<file path="src/rtl/axi_compare_ctrl_pkg.sv">
// Shared types for the lockstep AXI compare controller: FSM states, mismatch
// flag indices and a default AXI request/response struct pair.
package axi_compare_ctrl_pkg;

  typedef enum logic [1:0] {
    RUN    = 2'd0,
    DRAIN  = 2'd1,
    HALTED = 2'd2
  } ctrl_state_e;

  localparam int unsigned MmAw  = 0;
  localparam int unsigned MmW   = 1;
  localparam int unsigned MmB   = 2;
  localparam int unsigned MmAr  = 3;
  localparam int unsigned MmR   = 4;
  localparam int unsigned NumMm = 5;

  typedef struct packed {
    logic [3:0]  id;
    logic [31:0] addr;
    logic [7:0]  len;
    logic [2:0]  size;
    logic [1:0]  burst;
  } ax_chan_t;

  typedef struct packed {
    logic [31:0] data;
    logic [3:0]  strb;
    logic        last;
  } w_chan_t;

  typedef struct packed {
    logic [3:0] id;
    logic [1:0] resp;
  } b_chan_t;

  typedef struct packed {
    logic [3:0]  id;
    logic [31:0] data;
    logic [1:0]  resp;
    logic        last;
  } r_chan_t;

  typedef struct packed {
    ax_chan_t aw;
    logic     aw_valid;
    w_chan_t  w;
    logic     w_valid;
    logic     b_ready;
    ax_chan_t ar;
    logic     ar_valid;
    logic     r_ready;
  } default_req_t;

  typedef struct packed {
    logic    aw_ready;
    logic    ar_ready;
    logic    w_ready;
    logic    b_valid;
    b_chan_t b;
    logic    r_valid;
    r_chan_t r;
  } default_rsp_t;

endpackage

</file>
<file path="src/rtl/axi_compare_ctrl_fork.sv">
// Lossless 2-way valid/ready fork. A beat completes upstream once both lanes
// have accepted it, possibly in different cycles; a started fork is never cut.
module axi_compare_ctrl_fork (
  input  logic clk_i,
  input  logic rst_ni,
  input  logic gate_i,
  input  logic valid_i,
  output logic ready_o,
  output logic a_valid_o,
  input  logic a_ready_i,
  output logic b_valid_o,
  input  logic b_ready_i
);

  logic taken_a_q;
  logic taken_b_q;
  logic gate;

  // Any lane already holding the beat keeps the fork open until it finishes.
  assign gate      = gate_i | taken_a_q | taken_b_q;
  assign a_valid_o = valid_i & gate & ~taken_a_q;
  assign b_valid_o = valid_i & gate & ~taken_b_q;
  assign ready_o   = (a_ready_i | taken_a_q) & (b_ready_i | taken_b_q) & gate;

  always_ff @(posedge clk_i) begin
    if (!rst_ni) begin
      taken_a_q <= 1'b0;
      taken_b_q <= 1'b0;
    end else if (valid_i && ready_o) begin
      taken_a_q <= 1'b0;
      taken_b_q <= 1'b0;
    end else begin
      if (a_valid_o && a_ready_i) taken_a_q <= 1'b1;
      if (b_valid_o && b_ready_i) taken_b_q <= 1'b1;
    end
  end

endmodule

</file>
<file path="src/rtl/axi_compare_ctrl.sv">
// Lockstep AXI front end: forks AW/W/AR to two lanes, returns lane A responses,
// tracks outstanding bursts and drains/halts on a comparator mismatch.
module axi_compare_ctrl
  import axi_compare_ctrl_pkg::*;
#(
  parameter int unsigned MaxTxns        = 8,
  parameter int unsigned CntWidth       = 16,
  parameter bit          HaltOnMismatch = 1'b1,
  parameter type         axi_req_t      = default_req_t,
  parameter type         axi_rsp_t      = default_rsp_t,
  localparam int unsigned OutW          = $clog2(MaxTxns + 1)
) (
  input  logic                clk_i,
  input  logic                rst_ni,
  input  axi_req_t            slv_req_i,
  output axi_rsp_t            slv_rsp_o,
  output axi_req_t            a_req_o,
  input  axi_rsp_t            a_rsp_i,
  output axi_req_t            b_req_o,
  input  axi_rsp_t            b_rsp_i,
  input  logic [NumMm-1:0]    mismatch_i,
  input  logic                cmp_busy_i,
  input  logic                clear_i,
  output logic                halt_o,
  output logic                irq_o,
  output logic [NumMm-1:0]    mismatch_status_o,
  output logic [CntWidth-1:0] mismatch_cnt_o,
  output logic [OutW-1:0]     outst_wr_o,
  output logic [OutW-1:0]     outst_rd_o,
  output ctrl_state_e         state_o
);

  localparam logic [OutW-1:0] MaxCnt = OutW'(MaxTxns);

  ctrl_state_e     state_q, state_d;
  logic [OutW-1:0] outst_wr_q, outst_rd_q, w_pend_q;
  logic            aw_gate, w_gate, ar_gate, drained;
  logic            aw_ready, w_ready, ar_ready;
  logic            aw_a_valid, aw_b_valid, w_a_valid, w_b_valid, ar_a_valid, ar_b_valid;
  logic            aw_hs, w_last_hs, b_hs, ar_hs, r_last_hs;
  logic            unused_b_rsp;

  axi_compare_ctrl_fork u_fork_aw (
    .clk_i, .rst_ni, .gate_i(aw_gate), .valid_i(slv_req_i.aw_valid), .ready_o(aw_ready),
    .a_valid_o(aw_a_valid), .a_ready_i(a_rsp_i.aw_ready),
    .b_valid_o(aw_b_valid), .b_ready_i(b_rsp_i.aw_ready)
  );

  axi_compare_ctrl_fork u_fork_w (
    .clk_i, .rst_ni, .gate_i(w_gate), .valid_i(slv_req_i.w_valid), .ready_o(w_ready),
    .a_valid_o(w_a_valid), .a_ready_i(a_rsp_i.w_ready),
    .b_valid_o(w_b_valid), .b_ready_i(b_rsp_i.w_ready)
  );

  axi_compare_ctrl_fork u_fork_ar (
    .clk_i, .rst_ni, .gate_i(ar_gate), .valid_i(slv_req_i.ar_valid), .ready_o(ar_ready),
    .a_valid_o(ar_a_valid), .a_ready_i(a_rsp_i.ar_ready),
    .b_valid_o(ar_b_valid), .b_ready_i(b_rsp_i.ar_ready)
  );

  // Lane B responses are swallowed; only its request-side readies matter.
  assign unused_b_rsp = ^{b_rsp_i.b_valid, b_rsp_i.b, b_rsp_i.r_valid, b_rsp_i.r};

  always_comb begin
    slv_rsp_o          = '0;
    slv_rsp_o.aw_ready = aw_ready;
    slv_rsp_o.w_ready  = w_ready;
    slv_rsp_o.ar_ready = ar_ready;
    slv_rsp_o.b_valid  = a_rsp_i.b_valid;
    slv_rsp_o.b        = a_rsp_i.b;
    slv_rsp_o.r_valid  = a_rsp_i.r_valid;
    slv_rsp_o.r        = a_rsp_i.r;
    a_req_o            = slv_req_i;
    a_req_o.aw_valid   = aw_a_valid;
    a_req_o.w_valid    = w_a_valid;
    a_req_o.ar_valid   = ar_a_valid;
    b_req_o            = slv_req_i;
    b_req_o.aw_valid   = aw_b_valid;
    b_req_o.w_valid    = w_b_valid;
    b_req_o.ar_valid   = ar_b_valid;
    b_req_o.b_ready    = 1'b1;
    b_req_o.r_ready    = 1'b1;
  end

  assign aw_hs     = slv_req_i.aw_valid & aw_ready;
  assign w_last_hs = slv_req_i.w_valid & w_ready & slv_req_i.w.last;
  assign b_hs      = slv_req_i.b_ready & a_rsp_i.b_valid;
  assign ar_hs     = slv_req_i.ar_valid & ar_ready;
  assign r_last_hs = slv_req_i.r_ready & a_rsp_i.r_valid & a_rsp_i.r.last;
  assign drained   = (outst_wr_q == '0) && (outst_rd_q == '0) && (w_pend_q == '0) && !cmp_busy_i;

  always_ff @(posedge clk_i) begin
    if (!rst_ni) begin
      state_q <= RUN;
    end else begin
      state_q <= state_d;
    end
  end

  always_comb begin
    state_d = state_q;
    unique case (state_q)
      RUN:     if (HaltOnMismatch && (|mismatch_i)) state_d = DRAIN;
      DRAIN:   if (drained) state_d = HALTED;
      HALTED:  if (clear_i) state_d = RUN;
      default: state_d = RUN;
    endcase
  end

  always_comb begin
    aw_gate = 1'b0;
    w_gate  = 1'b0;
    ar_gate = 1'b0;
    halt_o  = 1'b0;
    irq_o   = 1'b0;
    unique case (state_q)
      RUN: begin
        aw_gate = (outst_wr_q != MaxCnt);
        w_gate  = 1'b1;
        ar_gate = (outst_rd_q != MaxCnt);
      end
      DRAIN: begin
        w_gate = (w_pend_q != '0);
        irq_o  = drained;
      end
      HALTED:  halt_o = 1'b1;
      default: ;
    endcase
  end

  always_ff @(posedge clk_i) begin
    if (!rst_ni) begin
      outst_wr_q <= '0;
      outst_rd_q <= '0;
      w_pend_q   <= '0;
    end else begin
      if (aw_hs && !b_hs) outst_wr_q <= outst_wr_q + 1'b1;
      else if (b_hs && !aw_hs) outst_wr_q <= outst_wr_q - 1'b1;
      if (aw_hs && !w_last_hs) w_pend_q <= w_pend_q + 1'b1;
      else if (w_last_hs && !aw_hs) w_pend_q <= w_pend_q - 1'b1;
      if (ar_hs && !r_last_hs) outst_rd_q <= outst_rd_q + 1'b1;
      else if (r_last_hs && !ar_hs) outst_rd_q <= outst_rd_q - 1'b1;
    end
  end

  // A clear in the same cycle as a mismatch keeps the new event.
  always_ff @(posedge clk_i) begin
    if (!rst_ni) begin
      mismatch_status_o <= '0;
      mismatch_cnt_o    <= '0;
    end else if (clear_i) begin
      mismatch_status_o <= mismatch_i;
      mismatch_cnt_o    <= {{(CntWidth - 1){1'b0}}, |mismatch_i};
    end else begin
      mismatch_status_o <= mismatch_status_o | mismatch_i;
      if ((|mismatch_i) && (mismatch_cnt_o != '1)) mismatch_cnt_o <= mismatch_cnt_o + 1'b1;
    end
  end

  always_ff @(posedge clk_i) begin
    if (rst_ni) begin
      assert (!(b_hs && !aw_hs && outst_wr_q == '0));
      assert (!(w_last_hs && !aw_hs && w_pend_q == '0));
      assert (!(r_last_hs && !ar_hs && outst_rd_q == '0));
    end
  end

  assign outst_wr_o = outst_wr_q;
  assign outst_rd_o = outst_rd_q;
  assign state_o    = state_q;

endmodule

</file>
<file path="config.mk">
export PLATFORM = sky130hd
export DESIGN_NAME = axi_compare_ctrl
export DESIGN_NICKNAME = d
export VERILOG_FILES = /design/src/rtl/axi_compare_ctrl_pkg.sv /design/src/rtl/axi_compare_ctrl_fork.sv /design/src/rtl/axi_compare_ctrl.sv
export SDC_FILE = /design/constraint.sdc
export NUM_CORES = 1
export LEC_CHECK = 0
export BUFFER_PORTS_ARGS = -buffer_cell sky130_fd_sc_hd__buf_2
export CORE_AREA = 4 4 238 240
export DETAILED_ROUTE_END_ITERATION = 8
export DIE_AREA = 0 0 242 244
export SETUP_SLACK_MARGIN = 0.4
export SYNTH_ARGS = -nofsm -noshare
export SYNTH_HDL_FRONTEND = slang
export SYNTH_SLANG_ARGS = --single-unit
</file>
<file path="constraint.sdc">
create_clock -name clk_i -period 3.29 [get_ports clk_i]
set_clock_uncertainty 0.15 [all_clocks]
set_input_delay 0.329 -clock clk_i [delete_from_list [all_inputs] [get_ports clk_i]]
set_output_delay 0.329 -clock clk_i [all_outputs]
set_load 0.1 [all_outputs]
</file>
==> results.md <==
- Status: completed
- Pins Over Slew Limit: 0
- First-pass GRT wire length: approximately 18000 um
- Setup_tns: 0 ps
- Most used DFF post-synth: dfxtp_1
- Synth Register Bits: 41
- Reg-to-reg startpoint: w_pend_q[0]$_SDFFE_PN0P_
- Core Region: between 50000 and 60000 sq um
- Cell with the most instances after synthesis: buf_4
- Mean post-synth cell area: 7.951 sq um
- Static Leak: approximately 1.4 nW
- Initial antenna violation count: 0
- Final WL: 12880 um
- Largest net degree at the start of global routing: 29
- Hold Fails Final Rpt: 0
- Flop2flop setup slack: 590 ps
- Synth Instances: 609
- Hold_buf cts: 0
- Top cells by area, synth: buf_4 51%, dfxtp_1 17%, mux2i_1 2.7%, ha_1 2.6%, nand2_1 1.8%
- Post-DP HPWL: 10080 um
- Worst path required time: between 3000 and 4000 ps
- Worst-Margin Slew: 707.4 ps
- Number of flops mapped to enable cells by yosys: 0
- Number of global-route vias before repair: 2664
- Share of the synthesized area in the top cell type: 0.5116
- Antenna-violating nets left: 0
- Share of cells above drive strength 1: 0.3616
- Pre-antenna DRT Iters: 4
- Worst Hold Class: in2reg
- Post-DR vias/cell: 2.565
- DP Worst Slack: roughly 280 ps
- Register area share after synthesis: 0.1695
- Clk_lat worst skew: approximately 300 ps
- Most instantiated cells after synthesis: 330 x buf_4, 41 x dfxtp_1, 23 x nand2_1
- CP Capture Type: flip-flop
- FF-to-FF path depth: 12
- Total power per unit cell area: 505.1 nW/um^2
- Cell Area, Synth: about 4800 sq um
- Number of diodes: 0
- Synth area leader: buf_4
- Critical-path top delay cell: dfxtp_4
- GPL Wtd Cong: ~0.72
- Crit path kind: reg2reg
- Crit path max-delay family: compound AO/OA/AOI/OAI gates
- CP bufs+invs: 2
- Period Utilization, post-route: 0.8215
- Distinct cell type count after synthesis: between 40 and 50
- Worst-path clk slew: approximately 80 ps
- Final net count: between 600 and 700
- Stages on the worst setup path: 12
- Setup violations, final: 0
- Detailed Route Iter0 Violations: 95
- Max_cap viols: 0
- CTS buffer count: 5
- Initial Util: 0.08858
- Startpoint type of the worst setup path: flip-flop
- Asr flop ratio synth: 0
- Drt wl/cell: roughly 12 um
- Worst R2R End: w_pend_q[3]$_SDFFE_PN0P_
- Worst Setup SP: w_pend_q[0]$_SDFFE_PN0P_
- Die W: 242 um
- Die Span Y: ~240 um
- GR Overflow Total: 0
- Via count: 2742
- CTS root buf: clkbuf_16
- Filler Cell Count: 6415
- Residual DRC: 0
- Worst endpoint data arrival time: 2790 ps
- Max IR drop VDD: about 0.32 mV
- Fmax: 370.0 MHz
- IO buf count: 72
- Num ports: roughly 610
- All-Layer GR Usage: 0.04075
- Critical path destination: w_pend_q[3]$_SDFFE_PN0P_
- Setup WS post-layout: 587.4 ps
- CTS tree: done
- Critical path's largest stage delay: 370 ps
- Layout area overhead: -17.29%
- Max_slew headroom: 0.5274
- Die area: a little under 60000 sq um
- Cells along the critical path: nor4_4 -> buf_4 -> a21oi_2 -> o21a_1 -> o2111ai_2 -> ha_2 -> inv_2 -> ha_4 -> a21o_1 -> a21oi_2 -> mux2i_1 -> mux2i_1
- Min Clock Period, post-route: between 2000 and 3000 ps
- Longest Clk Path Bufs: 2
- Worst-path maximum fanout: 4
- RSZ-0062 raised after global routing: no
- Yosys warns: 0
- Clk sinks: 41
- Max H-tree Level: 2
- Number of core rows: 86
[sequential cells by signal, indices dropped and copies added (netlist names)]
register	count
mismatch_status_o	5
state_o	2
outst_rd_o	4
outst_wr_o	4
u_fork_aw.taken_a_q	1
u_fork_ar.taken_b_q	1
u_fork_ar.taken_a_q	1
u_fork_w.taken_b_q	1
w_pend_q	4
mismatch_cnt_o	16
u_fork_w.taken_a_q	1
u_fork_aw.taken_b_q	1
[cell usage in the layout, fill, tap and decap left out, drive strengths merged, types with 2 or more instances in the layout]
cell type	synthesis	routed
xnor2	6	6
nor2	19	19
or3	2	2
or2	2	2
a21o	4	4
dfxtp	41	41
and4	6	6
nor4b	2	2
o211a	2	2
or4	7	7
o31ai	7	7
nand2b	6	6
and2	6	6
o21ai	18	18
mux2i	13	13
o311ai	2	2
a41oi	2	2
and3	2	2
nor2b	12	12
a31oi	2	2
fa	3	3
buf	332	87
conb	1	2
o41ai	2	2
nand3	11	11
o21a	8	8
nor3b	3	3
ha	10	10
a21oi	15	15
nand4	3	3
clkbuf	8	6
nand2	24	24
nor4	3	3
nor3	10	10
inv	8	8
[worst min-delay path by stage]
stage,to,cells past startpoint,from,slack (ps)
6_report,mismatch_status_o[1]$_SDFF_PN0_,2,mismatch_i[1],100
5_1_grt,mismatch_status_o[2]$_SDFF_PN0_,2,mismatch_i[2],80
4_1_cts,mismatch_status_o[2]$_SDFF_PN0_,2,mismatch_i[2],70
3_5_place_dp,w_pend_q[3]$_SDFFE_PN0P_,2,w_pend_q[3]$_SDFFE_PN0P_,330
3_3_place_gp,w_pend_q[3]$_SDFFE_PN0P_,2,w_pend_q[3]$_SDFFE_PN0P_,320
2_1_floorplan,w_pend_q[3]$_SDFFE_PN0P_,2,w_pend_q[3]$_SDFFE_PN0P_,300
[power breakdown]
group,leakage [nW],internal [mW],switching [mW]
Sequential,0.342,0.542,0.0643
Combinational,0.965,0.238,0.569
Clock,0.0808,0.359,0.251
Total,1.39,1.14,0.884
[repair_timing]
action / CTS / global route
setup endpoints to repair: 4 / 4
setup buffers: 2 / 4
pin swaps: 2 / 9
cloned: 0 / 0
resized for setup: 9 / 17
[logic make-up after synthesis]
family | synth area share
mux | 0.02687
buf+inv | 0.5274
compound gates | 0.09380
xor+xnor | 0.01085
fa+ha+maj | 0.03824
flops | 0.1695
other cells | 0.0007745
simple gates | 0.1326
[routing by layer]
layer | global-route usage | part of all wire
met1 | 0.03947 | 0.34
met2 | 0.06000 | 0.44
met3 | 0.02664 | 0.13
met4 | 0.03517 | 0.088
met5 | 0 | 0
[worst register-to-register path, delay by kind of cell, from the launching register on]
kind / cells / cell delay [ps]
multiplexers: 2 / 420
adder cells (fa/ha/maj): 2 / 430
AND/OR/NAND/NOR: 1 / 240
AO/OA/AOI/OAI: 5 / 820
flip-flops: 1 / 370
buffers and inverters: 2 / 220
[cell type report]
class / count / area, sq um / share of cell area
Clock buffer: 6 / 128.9 / 0.03218
Tap cell: 704 / 880.8 / 0.2199
Timing Repair Buffer: 87 / 473.0 / 0.1181
Clock inverter: 2 / 35.03 / 0.008747
Multi-Input combinational cell: 221 / 1600 / 0.3996
Sequential cell: 41 / 857.1 / 0.2140
Inverter: 8 / 30.03 / 0.007498
[stage by stage]
stage	util	power [mW]	instance area, sq um	hold slack (ps)	cells
2_1_floorplan	-	3.006	4881	296.1	610
3_3_place_gp	0.06707	1.346	3666	316.8	1055
3_5_place_dp	0.06707	1.355	3666	333.5	1055
4_1_cts	0.07110	2.021	3886	74.72	1065
5_1_grt	0.07327	2.150	4005	83.72	1069
6_report	0.07327	2.023	4005	99.69	1069
No activity file was read; power rests on OpenSTA's default activity.
